==> config.mk <==
export PLATFORM = sky130hd
export DESIGN_NAME = mov8_bus_sequencer
export DESIGN_NICKNAME = d
export VERILOG_FILES = /design/src/rtl/relay_pkg.sv /design/src/rtl/mov8_bus_sequencer_phase_timer.sv /design/src/rtl/mov8_bus_sequencer.sv
export SDC_FILE = /design/constraint.sdc
export NUM_CORES = 1
export LEC_CHECK = 0
export BUFFER_PORTS_ARGS = -buffer_cell sky130_fd_sc_hd__buf_2
export CORE_ASPECT_RATIO = 0.8
export CORE_UTILIZATION = 35
export DETAILED_ROUTE_END_ITERATION = 8
export PLACE_DENSITY_LB_ADDON = 0.05
export SLEW_MARGIN = 15
export SYNTH_ARGS = -nofsm -noshare
export SYNTH_HDL_FRONTEND = slang
export SYNTH_SLANG_ARGS = --single-unit
export TNS_END_PERCENT = 50
==> constraint.sdc <==
create_clock -name clock -period 2.5 [get_ports clock]
set_clock_uncertainty 0.05 [all_clocks]
set_input_delay 0.25 -clock clock [delete_from_list [all_inputs] [get_ports clock]]
set_output_delay 0.25 -clock clock [all_outputs]
set_load 0.02 [all_outputs]
==> src/rtl/relay_pkg.sv <==
// relay_pkg: register ids, bus widths and sequencer states shared by the move sequencer.
package relay_pkg;
  typedef enum logic [3:0] {A = 4'd0, B, C, D, M1, M2, X, Y, J1 = 4'd8, J2 = 4'd9} reg_id_t;
  localparam int NUM_SRC = 8;
  localparam int NUM_DST = 10;
  typedef enum logic [2:0] {IDLE, SELECT, LOAD, RELEASE, DONE} seq_state_t;
  function automatic logic legal_move(input logic [3:0] s, input logic [3:0] d);
    return s < 4'(NUM_SRC) && d < 4'(NUM_DST) && s != d;
  endfunction
endpackage

==> src/rtl/mov8_bus_sequencer_phase_timer.sv <==
// phase_timer: loadable down-counter that stops at zero, shared by the timed phases.
module phase_timer #(
  parameter int CNT_W = 4
) (
  input  logic             clock,
  input  logic             reset,
  input  logic             load_i,
  input  logic [CNT_W-1:0] value_i,
  output logic             zero_o
);
  logic [CNT_W-1:0] cnt_q;
  always_ff @(posedge clock) begin
    if (reset) cnt_q <= '0;
    else if (load_i) cnt_q <= value_i;
    else if (cnt_q != '0) cnt_q <= cnt_q - 1'b1;
  end
  assign zero_o = cnt_q == '0;
endmodule

==> src/rtl/mov8_bus_sequencer.sv <==
// mov8_bus_sequencer: drives a source select, then a destination load strobe, with settle/load/hold timing.
module mov8_bus_sequencer
  import relay_pkg::*;
#(
  parameter int SEL_CYCLES  = 2,
  parameter int LD_CYCLES   = 2,
  parameter int HOLD_CYCLES = 1,
  parameter int CNT_W       = 4
) (
  input  logic               clock,
  input  logic               reset,
  input  logic               req_valid,
  output logic               req_ready,
  input  logic [3:0]         req_src,
  input  logic [3:0]         req_dst,
  output logic [NUM_SRC-1:0] sel,
  output logic [NUM_DST-1:0] ld,
  output logic               busy,
  output logic               done,
  output logic               err
);
  seq_state_t state_q, state_d;
  logic [3:0] src_q, src_d, dst_q, dst_d;
  logic [NUM_SRC-1:0] sel_q, sel_d;
  logic [NUM_DST-1:0] ld_q, ld_d;
  logic busy_q, busy_d, done_q, done_d, err_q, err_d, ready_q, ready_d;
  logic fire, zero, tload;
  logic [CNT_W-1:0] tval;
  assign fire  = req_valid && ready_q;
  assign src_d = fire ? req_src : src_q;
  assign dst_d = fire ? req_dst : dst_q;
  phase_timer #(.CNT_W(CNT_W)) u_timer (
    .clock  (clock),
    .reset  (reset),
    .load_i (tload),
    .value_i(tval),
    .zero_o (zero)
  );
  always_ff @(posedge clock) begin
    if (reset) begin
      state_q <= IDLE;
      src_q   <= '0;
      dst_q   <= '0;
    end else begin
      state_q <= state_d;
      src_q   <= src_d;
      dst_q   <= dst_d;
    end
  end
  always_comb begin
    state_d = state_q;
    tload   = 1'b0;
    tval    = '0;
    case (state_q)
      IDLE: if (fire && legal_move(req_src, req_dst)) begin
        state_d = SELECT;
        tload   = 1'b1;
        tval    = CNT_W'(SEL_CYCLES - 1);
      end
      SELECT: if (zero) begin
        state_d = LOAD;
        tload   = 1'b1;
        tval    = CNT_W'(LD_CYCLES - 1);
      end
      LOAD: if (zero) begin
        state_d = RELEASE;
        tload   = 1'b1;
        tval    = CNT_W'(HOLD_CYCLES - 1);
      end
      RELEASE: state_d = zero ? DONE : RELEASE;
      default: state_d = IDLE;
    endcase
  end
  // Outputs are decoded from the next state so the registered copies line up with state_q.
  always_comb begin
    sel_d   = (state_d inside {SELECT, LOAD, RELEASE}) ? NUM_SRC'(1) << src_d : '0;
    ld_d    = (state_d == LOAD) ? NUM_DST'(1) << dst_d : '0;
    busy_d  = state_d != IDLE;
    ready_d = state_d == IDLE;
    done_d  = state_d == DONE;
    err_d   = fire && !legal_move(req_src, req_dst);
  end
  always_ff @(posedge clock) begin
    if (reset) begin
      sel_q   <= '0;
      ld_q    <= '0;
      busy_q  <= 1'b0;
      done_q  <= 1'b0;
      err_q   <= 1'b0;
      ready_q <= 1'b1;
    end else begin
      sel_q   <= sel_d;
      ld_q    <= ld_d;
      busy_q  <= busy_d;
      done_q  <= done_d;
      err_q   <= err_d;
      ready_q <= ready_d;
    end
  end
  assign sel       = sel_q;
  assign ld        = ld_q;
  assign busy      = busy_q;
  assign done      = done_q;
  assign err       = err_q;
  assign req_ready = ready_q;
endmodule

==> metrics.csv <==
metric,value,unit
hold_depth,3,
wl_per_cell,12.73,um
maxCapViolations,0,
htreeDepth,2,
postCtsSetupBuffers,0,
tightest_slew,0.5475,ns
seq_area_frac_synth,48.41,%
pin_count,33,
worstPathRequired,2.61,ns
overflow,0,
grt_max_degree,22,
arrival,1.95,ns
met2_usage,22.73,%
path_class,register to register,
grt_usage,14.76,%
reg2reg_depth,6,
nFillCells,428,
grt_pass1_wl,5.230,mm
initial_core_util,36.63,%
initialDrtViolationCount,70,
yosysWarnings,0,
yosysUniqueCellTypes,47,
busiest_layer,met2,
tns,0,ns
async_flop_share,0,%
cts_hold_buf,0,
status,"complete, no violations",
layout_commonest_cell,dfxtp_1,
fin_util,44.26,%
r2r_slack,0.66,ns
met3_usage,4.741,%
ir_worst_vdd,513.1,uV
synth_flop_cell,dfxtp_1,
numClockSinks,37,
p_leak,0.7676,nW
placed_area,0.001715,mm2
holdCritPathClass,input pin to register,
areaGrowthSynthToFinish,20.85,%
synth_edf_count,0,
firstDrtPassIters,4,
cellPowerDensity,936.8,mW/mm2
clock_latency,0.28,ns
fmax,0.5431,GHz
cts_tree,done,
rows,21,
max-clock-path-buffers,2,
syn_avg_cell_area,9.504,um2
root_buffer,clkbuf_8,
clk_pin_slew_worst_paths,0.07,ns
die_h,61.14,um
antenna_found_initial,0,
start_kind,register,
fin_crit_sh,73.65,%
cts_buffers,5,
drtAntennaViolNets,0,
r2r-end,sel[7],
period_minus_slack,1.841,ns
maxSlewHeadroom,63.34,%
critPathMaxFanout,9,
syn-cell-area,0.001530,mm2
hold_viol,0,
syn_inst,161,
coreArea,0.004178,mm2
worst_hold_slack,0.2058,ns
setup_viol,0,
finish.net_count,204,
grt_util_met1,19.64,%
grt_pass1_vias,1113,
vias_per_cell,4.880,
maxSlewViolCount,0,
drive_above_1_share,26.94,%
final_area,0.001849,mm2
drc_errors,0,
hp-start,req_src[3],
routed_wl,3.183,mm
place_hpwl,2.291,mm
die_w,75.93,um
grt_setup_unrepaired,false,
layout_common_cells,"37 x dfxtp_1, 32 x buf_2, 16 x nand2_1",
crit-reg2reg-launch,u_timer.cnt_q[0],
ys_ff_latch,37,
synth_nets,173,
hold_end,src_q[3],
vias,1220,
end_kind,register,
post_cts_resized,0,
io_buffers,32,
design_power_total,1.732,mW
gp_congestion,0.7707,
dieArea,0.004642,mm2
diodes,0,
logic make-up (layout without fill, tap and decap cells):
kind of cell / after synthesis / after routing / synth area share, %
AOI/OAI and AO/OA: 27 / 27 / 11.78
xor gates and xnor gates: 5 / 5 / 2.862
adders and majority gates: 1 / 1 / 0.8175
buffers and inverters: 12 / 44 / 4.005
DFF: 37 / 37 / 48.41
muxes: 6 / 6 / 4.088
and+or+nand+nor: 73 / 73 / 28.05
worst max path at each step:
stage,from,end,slack (ns),depth (start not counted)
2_1_floorplan,u_timer.cnt_q[0],sel[7],0.89,6
3_3_place_gp,u_timer.cnt_q[0],sel[7],0.73,6
3_5_place_dp,u_timer.cnt_q[0],sel[7],0.66,6
4_1_cts,u_timer.cnt_q[0],sel[7],0.63,6
5_1_grt,u_timer.cnt_q[0],sel[7],0.40,6
6_report,u_timer.cnt_q[0],sel[7],0.66,6
layout make-up:
type	count	area, um2	share of cell area [%]
clock buffer	5	68.82	3.721
clock inverter	3	65.06	3.518
inverter	4	15.01	0.8119
multi-input combinational	112	728.2	39.38
sequential	37	740.7	40.05
tap	57	71.32	3.857
timing repair buffer	32	160.2	8.660
sequential cells by signal, summed over array words and instances, names as in the netlist:
signal	flops
done	1
u_timer.cnt_q	4
req_ready	1
err	1
sel	8
dst_q	4
busy	1
src_q	4
ld	10
state_q	3
stage by stage:
| stage | instances | setup WS, ns |
|---|---|---|
| 4_1_cts | 250 | 0.6303 |
| 3_3_place_gp | 242 | 0.7271 |
| 3_5_place_dp | 242 | 0.6631 |
| 5_1_grt | 250 | 0.3953 |
| 6_report | 250 | 0.6587 |
| 2_1_floorplan | 161 | 0.8913 |
metal layers:
metal  share of wire [%]  vias up
li1                    -      623
met2                  44       23
met5                   0        -
met3                 4.2        2
met1                  51      572
met4                0.60        0
cells in the mapped netlist (all sizes together) (2+ instances only):
master | n | area, um2
a21oi | 10 | 61.31
clkbuf | 4 | 15.01
nor3b | 5 | 42.54
mux2i | 4 | 40.04
nor2b | 2 | 12.51
and3b | 2 | 17.52
nor4b | 2 | 17.52
nor3 | 12 | 75.07
nand2 | 17 | 66.32
dfxtp | 37 | 740.7
o21ai | 4 | 20.02
buf | 4 | 31.27
a31oi | 2 | 12.51
xor2 | 4 | 35.03
mux2 | 2 | 22.52
nor2 | 15 | 56.30
inv | 4 | 15.01
o211ai | 2 | 15.01
nand4b | 2 | 17.52
nand3 | 2 | 10.01
nand2b | 4 | 25.02
nor4bb | 2 | 20.02
and2 | 2 | 15.02
critical path, cell delays in order (launching register included):
cell and delay [ns]:
dfxtp_1 0.32, inv_1 0.07, ha_1 0.22, nor3b_2 0.50, a31oi_1 0.21, a21oi_4 0.25
nor4bb_1 0.09
power by group:
part           internal, mW  switching (mW)  leakage, nW  total, mW
Combinational         0.179           0.245        0.399      0.425
Clock                 0.396           0.210       0.0681      0.607
Sequential            0.645          0.0558        0.301      0.701
Total                  1.22           0.511        0.768       1.73
Power figures use the tool's default switching activity.
